==> config.mk <==
export PLATFORM = sky130hd
export DESIGN_NAME = fifo_rd_arb
export DESIGN_NICKNAME = d
export VERILOG_FILES = /design/src/rtl/fifo_rd_arb.sv
export SDC_FILE = /design/constraint.sdc
export NUM_CORES = 1
export LEC_CHECK = 0
export CAP_MARGIN = 20
export CORE_MARGIN = 2
export CORE_UTILIZATION = 30
export CTS_CLUSTER_SIZE = 8
export DETAILED_ROUTE_END_ITERATION = 6
export PLACE_DENSITY = 0.58
export SLEW_MARGIN = 20
export SYNTH_ARGS = -nofsm -noshare
export SYNTH_HDL_FRONTEND = slang
export SYNTH_SLANG_ARGS = --single-unit
==> constraint.sdc <==
create_clock -name rclk -period 2.6 [get_ports rclk]
set_clock_uncertainty 0.05 [all_clocks]
set_input_delay 0.78 -clock rclk [delete_from_list [all_inputs] [get_ports rclk]]
set_output_delay 0.78 -clock rclk [all_outputs]
set_load 0.1 [all_outputs]
==> src/rtl/fifo_rd_arb.sv <==
// fifo_rd_arb: read-side scheduler for the async FIFO.
// Shares one FIFO read port among N consumers with round-robin burst grants.
// Each popped word goes into a one-entry output register that is steered to
// the granted consumer with a valid/ready handshake.
// Optional: `define FIFO_RD_ARB_PRIO0_EN gives consumer 0 strict priority.
module fifo_rd_arb #(
  parameter int N         = 4,
  parameter int DW        = 8,
  parameter int BURST_LEN = 4
) (
  input  logic          rclk,
  input  logic          rrst_n,
  input  logic          rempty,
  input  logic [DW-1:0] rdata,
  output logic          rinc,
  input  logic [N-1:0]  req,
  input  logic [N-1:0]  rd_ready,
  output logic [DW-1:0] out_data,
  output logic [N-1:0]  out_valid,
  output logic [N-1:0]  gnt,
  output logic          burst_done
);
  localparam int GW = (N > 1) ? $clog2(N) : 1;
  localparam int CW = $clog2(BURST_LEN + 1);
  localparam logic [CW-1:0] BL = CW'(BURST_LEN);

  typedef enum logic [1:0] {IDLE, BURST, DRAIN} state_t;

  state_t        state, state_d;
  logic [GW-1:0] gidx, gidx_d, rr_ptr, rr_ptr_d, pick;
  logic [CW-1:0] cnt, cnt_d;
  logic [N-1:0]  gnt_d, out_valid_d;
  logic [DW-1:0] out_data_d;
  logic          burst_done_d, pick_vld;
  logic          ovld, accept, free;

  // Output-register handshake; rinc only when the register can take a word.
  assign ovld   = |out_valid;
  assign accept = ovld & rd_ready[gidx];
  assign free   = !ovld | accept;
  assign rinc   = (state == BURST) & !rempty & free & req[gidx] & (cnt < BL);

  // Next winner: first requester after the last round-robin grant, wrapping.
  always_comb begin
    logic [GW-1:0] idx;
    pick     = '0;
    pick_vld = 1'b0;
    idx      = '0;
    for (int k = 1; k <= N; k++) begin
      idx = GW'((int'(rr_ptr) + k) % N);
      if (!pick_vld && req[idx]) begin
        pick     = idx;
        pick_vld = 1'b1;
      end
    end
`ifdef FIFO_RD_ARB_PRIO0_EN
    if (req[0]) begin
      pick     = '0;
      pick_vld = 1'b1;
    end
`endif
  end

  // FSM next state, pop bookkeeping and output-register updates.
  always_comb begin
    state_d      = state;
    gidx_d       = gidx;
    rr_ptr_d     = rr_ptr;
    cnt_d        = cnt;
    gnt_d        = gnt;
    out_valid_d  = out_valid;
    out_data_d   = out_data;
    burst_done_d = 1'b0;
    if (rinc) begin
      out_data_d  = rdata;
      out_valid_d = gnt;
      cnt_d       = cnt + 1'b1;
    end else if (accept) begin
      out_valid_d = '0;
    end
    case (state)
      IDLE: if (pick_vld) begin
        gidx_d        = pick;
        gnt_d         = '0;
        gnt_d[pick]   = 1'b1;
        cnt_d         = '0;
        state_d       = BURST;
`ifdef FIFO_RD_ARB_PRIO0_EN
        // A priority grant to consumer 0 leaves the rotation untouched.
        if (!req[0]) rr_ptr_d = pick;
`else
        rr_ptr_d      = pick;
`endif
      end
      // Leave on the last pop of the burst, requester gone, or FIFO ran dry
      // after at least one word; an empty FIFO before any word just waits.
      BURST: if ((rinc && (cnt + 1'b1 == BL)) || !req[gidx] ||
                 (rempty && cnt != '0)) state_d = DRAIN;
      // Hold the grant until the last word has been taken.
      DRAIN: if (free) begin
        gnt_d        = '0;
        burst_done_d = 1'b1;
        state_d      = IDLE;
      end
      default: state_d = IDLE;
    endcase
  end

  // State and registered outputs; reset drops any held word and the grant.
  always_ff @(posedge rclk or negedge rrst_n) begin
    if (!rrst_n) begin
      state      <= IDLE;
      gidx       <= '0;
      rr_ptr     <= GW'(N - 1);
      cnt        <= '0;
      gnt        <= '0;
      out_valid  <= '0;
      out_data   <= '0;
      burst_done <= 1'b0;
    end else begin
      state      <= state_d;
      gidx       <= gidx_d;
      rr_ptr     <= rr_ptr_d;
      cnt        <= cnt_d;
      gnt        <= gnt_d;
      out_valid  <= out_valid_d;
      out_data   <= out_data_d;
      burst_done <= burst_done_d;
    end
  end
endmodule
* Word level (Yosys, flattened, before mapping) *
Cells that the tools add are included.
Widths: inputs -> output; s select.

storage, ports and cells
  bits in registers = 26
  bits of input ports = 19
  output and inout port bits = 18
  logic and storage cells = 91

cells by class
  add/sub/neg operators = 5
  magnitude comparators = 8
  equal/unequal tests = 6
  mux-type cells = 36
  bitwise gates (word level) = 6
  reductions and logical operators = 22

operator list
  kind                 count
  $lt 2x3->1 const B   6
  $mux 4               4
  $mux 2               7
  $mux 1               13
  $bmux 1 s2           6
  $mux 3               3
  $pmux 4 s2           1
  $logic_and 1x1->1    6
  $logic_not 1->1      6
  $pmux 2 s3           1
  $reduce_and 3->1     2
  $and 1x1->1          5
  $add 2x1->2 const B  2
  $add 2x2->2 const B  2
  $ne 2x2->1 const B   2
  $reduce_bool 2->1    2
  $reduce_or 4->1      1
  $add 3x1->3 const B  1
  $eq 3x3->1 const B   1
  $lt 3x3->1 const B   1
  $reduce_bool 3->1    1
  $demux 1 s2          1
  $eq 2x1->1 const B   1
  $eq 2x2->1 const B   1
  6 further kinds      7

* Depth between registers and ports, before layout *
Gate-level depths: netlist (run 1).

  word-level depth = 19
  depth in mapped cells = 7
  gate-level depth less buffers = 6

* Worst setup path before layout (run 1) *
No wires, ideal clock.

  kind = flip-flop to output port
  from = register out_valid[0]
  to = output rinc
  arrival = 1.935 ns
  required time = 1.770 ns
  slack = -0.165 ns
  stages on the path, launching flop included = 6
  cell sequence = dfrtp_1 -> nor4_1 -> o21a_1 -> and2_1 -> buf_6 -> buf_12

between the ends
  longest elaborated chain between the ends = 6
  elaborated cells on any way between the ends = 7
  those cells by class = 5 x bitwise; 2 x reduce/logical

ends and longest elaborated chain
  what                                                   RTL line  source
  start: declaration                                     19        output logic [N-1:0] out_valid,
  start signal: assignment                               126       out_valid <= out_valid_d;
  $reduce_or 4->1 (*)                                    38        assign ovld = |out_valid;
  $and 1x1->1 / $logic_not 1->1 (equally long branches)  39, 40
  $or 1x1->1 (*)                                         40        assign free = !ovld | accept;
  $and 1x1->1 (*) (3 in a row)                           41        assign rinc = (state == BURST) & !rempty & free & req[gidx] & (cnt < BL);
  end: declaration                                       15        output logic rinc,

Every way passes the cells marked *; elsewhere a longest branch is shown, timed or not.

* Worst setup path after layout (run 1) *
  from = input rd_ready[3]
  to = output rinc

between the ends
  longest elaborated chain between the ends = 7

ends and longest elaborated chain
  what                          RTL line  source
  start: declaration            17        input logic [N-1:0] rd_ready,
  $bmux 1 s2                    39        assign accept = ovld & rd_ready[gidx];
  $mux 1 (not written as such)  39
  $and 1x1->1                   39
  $or 1x1->1                    40
  $and 1x1->1 (3 in a row)      41

Every way passes these cells. The select of a mux whose other input is x is not followed.

==> qor.yml, run 1 <==
status: "finished with violations"
violations: "negative setup slack"
synth_area_sq_mm: 0.00129
timing.rr.end: "out_data[4]$_DFFE_PN0N_"
drive_above_1_share_pct: 42.0
cp-start-kind: "input port"
maxCapViolations: 0
grt_usage_pct: 13.1
min_period_over_period_pct: 104
nNetsFinal: 185
synth_area_per_cell_sq_um: 12.1
min_path_cells: 1
antenna_found_initial: 0
clockRootBuffer: "clkbuf_8"
grt_pass1_vias: 1132
synth_warnings: 0
setup_viol: 1
place.gp.congestion: 0.822
holdCritStartpoint: "out_data[5]$_DFFE_PN0N_"
numCtsBuffers: 3
postLayoutSetupSlackWorst_ps: -112
die_w_um: 69.6
min_to: "out_data[5]$_DFFE_PN0N_"
routed_via_density: 4.90
ys_ff_latch: 26
placed_area_sq_mm: 0.00175
io_buffers: 36
crit_required_ps: 1770
pre_cts_slack_ps: -505
timing.rr.start: "gidx[0]$_DFFE_PN0P_"
initial_core_util_pct: 31.8
die_y_um: 69.6
setup_tns_ps: -112
cts_htree_levels: 1
drc: 0
syn_to_final_growth_pct: 44.7
fmax_mhz: 369
wl_per_cell_um: 13.9
slew_headroom_pct: 74.1
clkTransAtPathRegs_ps: 90
finalHoldViolations: 0
cts_buffer_depth: 2
ios: 37
crit_type: "input port to output port"
period_needed_ps: 2710
min_path_type: "flop to flop"
cts_tree: "built"
synth_cells: 107
fill_cells: 377
grt_max_degree: 27
via_count: 1038
worstMarginPinSlew_ps: 386
clock_latency_ps: 270
arrival_ps: 1880
path_max_fanout: 2
final_area_sq_mm: 0.00187
seq_area_frac_synth_pct: 50.6
clock_sinks: 26
grt_remaining_overflow: 0
rsz0062_at_grt: "true"
yosysUniqueCellTypes: 35
coreArea_sq_mm: 0.00406
slew_viol_final: 0
finalWirelength_um: 2940
diodes: 0
postRouteAntennaNets: 0
r2r_cells: 5
postCtsHoldBufs: 0
die_area_sq_mm: 0.00484
grt_first_pass_wirelength_um: 5220
cp-end-kind: "output port"
drtIter0Drc: 13
dpl.hpwl_um: 2220
dr.pass1.iters: 4
num_rows: 23
syn_nets: 129
regToRegSetupSlack_ps: 540
flip-flops by register name, summed over array words and instances, names as in the netlist:
register    flops
rr_ptr          2
gidx            2
burst_done      1
cnt             3
gnt             4
out_valid       4
state           2
out_data        8
cells by family after synthesis:
family / after synthesis / share of synthesized area, %
multiplexers: 17 / 15.8
adder cells (fa/ha/maj): 3 / 2.91
buffers and inverters: 9 / 4.46
AND/OR/NAND/NOR: 26 / 10.9
AO/OA/AOI/OAI: 26 / 15.3
flip-flops: 26 / 50.6
synth_stat cells:
master	instances	area, sq um
mux2_4	2	30.0
dfrtp_1	24	601
ha_1	3	37.5
a211oi_1	1	7.51
o2111ai_1	1	8.76
o21ai_0	6	30.0
dfstp_2	2	52.6
or4_1	2	15.0
and2_1	3	18.8
nor2_1	3	11.3
o31ai_1	2	15.0
inv_1	5	18.8
mux2i_1	5	50.1
and4b_1	1	10.0
nand2_1	8	30.0
o22ai_1	1	6.26
nand2b_1	2	12.5
o21a_1	3	22.5
o41ai_1	1	8.76
nor3_1	1	5.00
buf_12	1	20.0
nand3_1	2	10.0
nor4_1	1	6.26
a22o_2	5	50.1
buf_6	1	11.3
a21oi_1	2	10.0
clkbuf_1	2	7.51
or3b_2	1	8.76
nand3b_1	1	7.51
mux2_2	9	101
o211a_1	1	10.0
or3_1	1	6.26
o221ai_1	1	8.76
a32o_1	2	20.0
mux4_2	1	22.5
through the flow:
step	util, %	cells	hold slack [ps]
2_1_floorplan	-	107	434
3_3_place_gp	43.0	202	440
3_5_place_dp	43.0	202	449
4_1_cts	45.6	210	471
5_1_grt	46.0	212	493
6_report	46.0	212	465
worst max-delay path by stage:
stage	startpoint	endpoint	slack [ps]	cells past startpoint
4_1_cts	rd_ready[3]	rinc	-120	5
3_3_place_gp	rd_ready[3]	rinc	-480	5
3_5_place_dp	rd_ready[3]	rinc	-510	5
2_1_floorplan	rd_ready[3]	rinc	-150	5
6_report	rd_ready[3]	rinc	-110	5
5_1_grt	rd_ready[3]	rinc	-140	5
worst max-delay path, cell delays in order:
cell	delay (ps)
buf_6	90
mux4_2	490
o21a_1	210
and2_4	150
buf_12	160
placed cells by master (no fill, tap or decap), drive strengths merged, types with 2 or more instances in the layout:
cell / n
o21a: 3
nand2: 8
a22o: 5
dlygate4sd2: 4
a21oi: 2
or4: 2
clkdlybuf4s50: 10
o31ai: 2
o21ai: 6
clkbuf: 3
nand2b: 2
nor2: 3
dfrtp: 24
a32o: 2
ha: 3
mux2i: 5
mux2: 11
nand3: 2
and2: 3
dfstp: 2
buf: 41
inv: 5
final cells by class:
| cell class | instances | area [sq um] | share of cell area (%) |
|---|---|---|---|
| tap | 50 | 62.6 | 3.35 |
| clock buffer | 3 | 41.3 | 2.21 |
| multi-input combinational | 72 | 592 | 31.7 |
| inverter | 5 | 18.8 | 1.00 |
| timing repair buffer | 55 | 470 | 25.2 |
| sequential | 26 | 653 | 35.0 |
| clock inverter | 1 | 30.0 | 1.61 |
per-layer routing:
| metal | vias up | wire, um | GRT usage [%] |
|---|---|---|---|
| li1 | 509 | - | - |
| met1 | 491 | 1290 | 16.1 |
| met2 | 34 | 1440 | 22.6 |
| met3 | 4 | 170 | 2.91 |
| met4 | 0 | 35 | 4.14 |
| met5 | - | 0 | 0 |
repair_timing:
item,CTS,global route
hold endpoints to repair,0,0
gates resized for setup,25,1
pin swaps,3,1
endpoints found under the setup margin,1,1
buffers inserted,4,2
Power of run 1 is left out: the tool's default activity adds up to more than one toggle a clock period on the data nets, which glitch-free logic cannot reach.
==> inputs of run 2 (changes only) <==
- SKIP_CTS_REPAIR_TIMING: not set -> 1
==> qor.yml, run 2 (synthesis results as in run 1) <==
violations: "negative setup slack"
syn_to_final_growth_pct: 43.2
grt_max_degree: 27  # unchanged
drive_above_1_share_pct: 42.1  # +0.16 points
clock_latency_ps: 270  # about the same
timing.rr.start: "gidx[0]$_DFFE_PN0P_"
dpl.hpwl_um: 2220  # unchanged
ios: 37  # unchanged
via_count: 1033  # -0.48%
worstMarginPinSlew_ps: 385  # -1.31 ps
pre_cts_slack_ps: -505  # unchanged
route.met3.wl_um: 163  # -4.1%
r2r_cells: 5  # unchanged
cp-start-kind: "input port"
place.gp.congestion: 0.822  # unchanged
min_path_type: "flop to flop"
slew_viol_final: 0  # unchanged
postLayoutSetupSlackWorst_ps: -132  # -19.7 ps
met1_length_um: 1310  # +1.7%
crit_type: "input port to output port"
dr.pass1.iters: 2  # -2
grt_usage_pct: 12.8  # -0.24 points
min_period_over_period_pct: 105  # +0.76 points
slew_headroom_pct: 74.2  # +0.088 points
top_register: "out_data"
nNetsFinal: 182  # -1.6%
num_rows: 23  # unchanged
wl_met2_um: 1430  # -0.63%
top_layer: "met4"
clockRootBuffer: "clkbuf_8"
io_buffers: 36  # unchanged
arrival_ps: 1900  # +20 ps
cts_buffer_depth: 2  # unchanged
postRouteAntennaNets: 0  # unchanged
grt_pass1_vias: 1119  # -1.1%
regToRegSetupSlack_ps: 540  # about the same
period_needed_ps: 2730  # +19.7 ps
holdCritStartpoint: "out_data[3]$_DFFE_PN0N_"
reg_top3: "out_data (8), gnt (4), out_valid (4)"
grt_first_pass_wirelength_um: 5110  # -2.1%
drc: 0  # unchanged
drtIter0Drc: 11  # -2
timing.rr.end: "out_data[6]$_DFFE_PN0N_"
crit_required_ps: 1770  # about the same
critical_path.startpoint: "rd_ready[3]"
largest_reg_flops: 8  # unchanged
final_cell_mix: "33 x buf_4, 24 x dfrtp_1, 11 x clkdlybuf4s50_1"
cts_htree_levels: 1  # unchanged
diodes: 0  # unchanged
final_util_pct: 45.6  # -0.46 points
finalHoldViolations: 0  # unchanged
die_area_sq_mm: 0.00484  # unchanged
initial_core_util_pct: 31.8  # unchanged
setup_viol: 1  # unchanged
layout_commonest_cell: "buf_4"
cp-end-kind: "output port"
die_y_um: 69.6  # unchanged
coreArea_sq_mm: 0.00406  # unchanged
die_w_um: 69.6  # unchanged
antenna_found_initial: 0  # unchanged
grt_remaining_overflow: 0  # unchanged
maxCapViolations: 0  # unchanged
cts_tree: "built"
clock_sinks: 26  # unchanged
clkTransAtPathRegs_ps: 90  # about the same
rsz0062_at_grt: "true"
routed_via_density: 4.94  # +0.95%
crit_path_end: "rinc"
wl_per_cell_um: 14.1  # +2.0%
path_max_fanout: 2  # unchanged
status: "finished with violations"
numCtsBuffers: 3  # unchanged
fmax_mhz: 366  # -0.72%
finalWirelength_um: 2950  # +0.51%
==> run 2: cell type report <==
cell class / count / area, sq um
clock buffer: 3 / 41.3
clock inverter: 1 / 30.0
fill: 377 / 2210
inverter: 5 / 18.8
multi-input combinational: 72 / 602
sequential: 26 / 653
tap: 50 / 62.6
timing repair buffer: 52 / 442
==> run 2: worst max-delay path: stages <==
cell and delay (ps):
buf_6 90, mux4_2 500, o21a_1 220, and2_4 150, buf_12 160
==> run 2: how the worst min path moves through the flow <==
stage	endpoint	slack (ps)	cells after the start
floorplan	burst_done$_DFF_PN0_	430	0
global placement	out_data[4]$_DFFE_PN0N_	440	1
detailed placement	out_data[5]$_DFFE_PN0N_	450	1
CTS	out_data[5]$_DFFE_PN0N_	470	1
global route	out_data[2]$_DFFE_PN0N_	490	1
finish	out_data[3]$_DFFE_PN0N_	470	1
==> run 2: per-layer routing <==
| layer | global-route usage (%) | up-vias |
|---|---|---|
| met2 | 22.2 | 34 |
| li1 | - | 502 |
| met3 | 2.76 | 6 |
| met4 | 4.14 | 0 |
| met1 | 15.8 | 491 |
| met5 | 0 | - |
==> run 2: stage by stage <==
stage	cells	TNS (ps)	instance area, sq um	hold WS, ps
6_report	209	-132	1850	465
2_1_floorplan	107	-147	1300	434
3_3_place_gp	202	-2250	1750	440
3_5_place_dp	202	-2950	1750	449
4_1_cts	206	-507	1820	471
5_1_grt	209	-153	1850	492
Power of run 2 is left out for the same reason.
==> inputs of run 3 (changes only) <==
- CTS_CLUSTER_DIAMETER: not set -> 100
- PLACE_DENSITY: 0.58 -> 0.59
- SKIP_CTS_REPAIR_TIMING: 1 -> not set
==> qor.yml, run 3 (synthesis results as in run 1) <==
status: "finished with violations"
violations: "negative setup slack"
layout_commonest_cell: "buf_4"
routed_via_density: 4.93  # -0.21%
postLayoutSetupSlackWorst_ps: -94.0  # +38.3 ps
grt_first_pass_wirelength_um: 5020  # -1.9%
wl_per_cell_um: 14.1  # -0.23%
io_buffers: 36  # unchanged
met1_length_um: 1330  # +1.6%
slew_viol_final: 0  # unchanged
grt_usage_pct: 12.6  # -0.23 points
min_path_type: "flop to flop"
numCtsBuffers: 3  # unchanged
drtIter0Drc: 32  # +21
dr.pass1.iters: 4  # +2
min_period_over_period_pct: 104  # -1.5 points
fmax_mhz: 371  # +1.4%
diodes: 0  # unchanged
cts_buffer_depth: 2  # unchanged
grt_remaining_overflow: 0  # unchanged
setup_viol: 1  # unchanged
syn_to_final_growth_pct: 39.7
largest_reg_flops: 8  # unchanged
finalHoldViolations: 0  # unchanged
wl_met2_um: 1420  # -0.84%
clkTransAtPathRegs_ps: 90  # about the same
top_layer: "met4"
die_area_sq_mm: 0.00484  # unchanged
arrival_ps: 1860  # -40 ps
grt_max_degree: 27  # unchanged
cts_tree: "built"
clock_latency_ps: 270  # about the same
cts_htree_levels: 1  # unchanged
reg_top3: "out_data (8), gnt (4), out_valid (4)"
die_y_um: 69.6  # unchanged
worstMarginPinSlew_ps: 365  # -19.8 ps
nNetsFinal: 180  # -1.1%
place.gp.congestion: 0.884  # +7.5%
initial_core_util_pct: 31.8  # unchanged
final_area_sq_mm: 0.00180  # -2.4%
coreArea_sq_mm: 0.00406  # unchanged
clockRootBuffer: "clkbuf_8"
setup_tns_ps: -94.0  # +38.3 ps
rsz0062_at_grt: "true"
antenna_found_initial: 0  # unchanged
period_needed_ps: 2690  # -38.3 ps
finalWirelength_um: 2920  # -1.2%
ios: 37  # unchanged
drive_above_1_share_pct: 39.5  # -2.6 points
via_count: 1021  # -1.2%
clock_sinks: 26  # unchanged
num_rows: 23  # unchanged
cp-end-kind: "output port"
final_cell_mix: "31 x buf_4, 24 x dfrtp_1, 10 x clkdlybuf4s50_1"
crit_type: "input port to output port"
cp-start-kind: "input port"
dpl.hpwl_um: 2220  # +0.22%
route.met3.wl_um: 151  # -7.4%
path_max_fanout: 2  # unchanged
die_w_um: 69.6  # unchanged
placed_area_sq_mm: 0.00175  # unchanged
postRouteAntennaNets: 0  # unchanged
maxCapViolations: 0  # unchanged
postCtsHoldBufs: 0
crit_required_ps: 1770  # about the same
grt_pass1_vias: 1075  # -3.9%
slew_headroom_pct: 75.7  # +1.5 points
drc: 0  # unchanged
top_register: "out_data"
## run 3: area by class of cell
| cell class | instances | area, sq um |
|---|---|---|
| inverters | 5 | 18.8 |
| well taps | 50 | 62.6 |
| fillers | 366 | 2250 |
| multi-input cells | 72 | 592 |
| flip-flops and latches | 26 | 653 |
| clock buffers | 4 | 45.0 |
| repair buffers | 50 | 433 |
## run 3: per-stage QoR
stage	setup WS (ps)	util, %	hold WS (ps)	instances
5_1_grt	-115	44.5	498	207
4_1_cts	-111	44.4	473	207
3_5_place_dp	-497	43.0	451	202
2_1_floorplan	-147	-	434	107
3_3_place_gp	-489	43.0	441	202
6_report	-94.0	44.5	467	207
## run 3: repair_timing
| item | 4_1_cts | 5_1_grt |
|---|---|---|
| pin swaps | 3 | 1 |
| setup endpoints to repair | 1 | 1 |
| gates resized for setup | 25 | 1 |
| setup buffers | 1 | 0 |
## run 3: critical path, cell delays in order
cell and delay (ps):
buf_6 90, mux4_2 490, o21a_1 200, and2_4 150, buf_12 160
## run 3: path summary, 6_finish.rpt
check,end,cells past startpoint,startpoint,slack [ps]
worst min-delay path,out_data[2]$_DFFE_PN0N_,1,out_data[2]$_DFFE_PN0N_,470
worst min register to register,out_data[2]$_DFFE_PN0N_,1,out_data[2]$_DFFE_PN0N_,470
max in group asynchronous,rr_ptr[0]$_DFFE_PN1P_,2,rrst_n,1360
min in group asynchronous,cnt[2]$_DFF_PN0_,2,rrst_n,830
worst max-delay path,rinc,5,rd_ready[3],-90
worst max register to register,out_data[1]$_DFFE_PN0N_,5,gidx[0]$_DFFE_PN0P_,480
## run 3: metal layers
layer	GRT usage [%]	vias up
met5	0	-
met2	21.9	32
met4	3.27	0
met3	2.47	2
li1	-	496
met1	15.9	491
Power of run 3 is left out for the same reason.
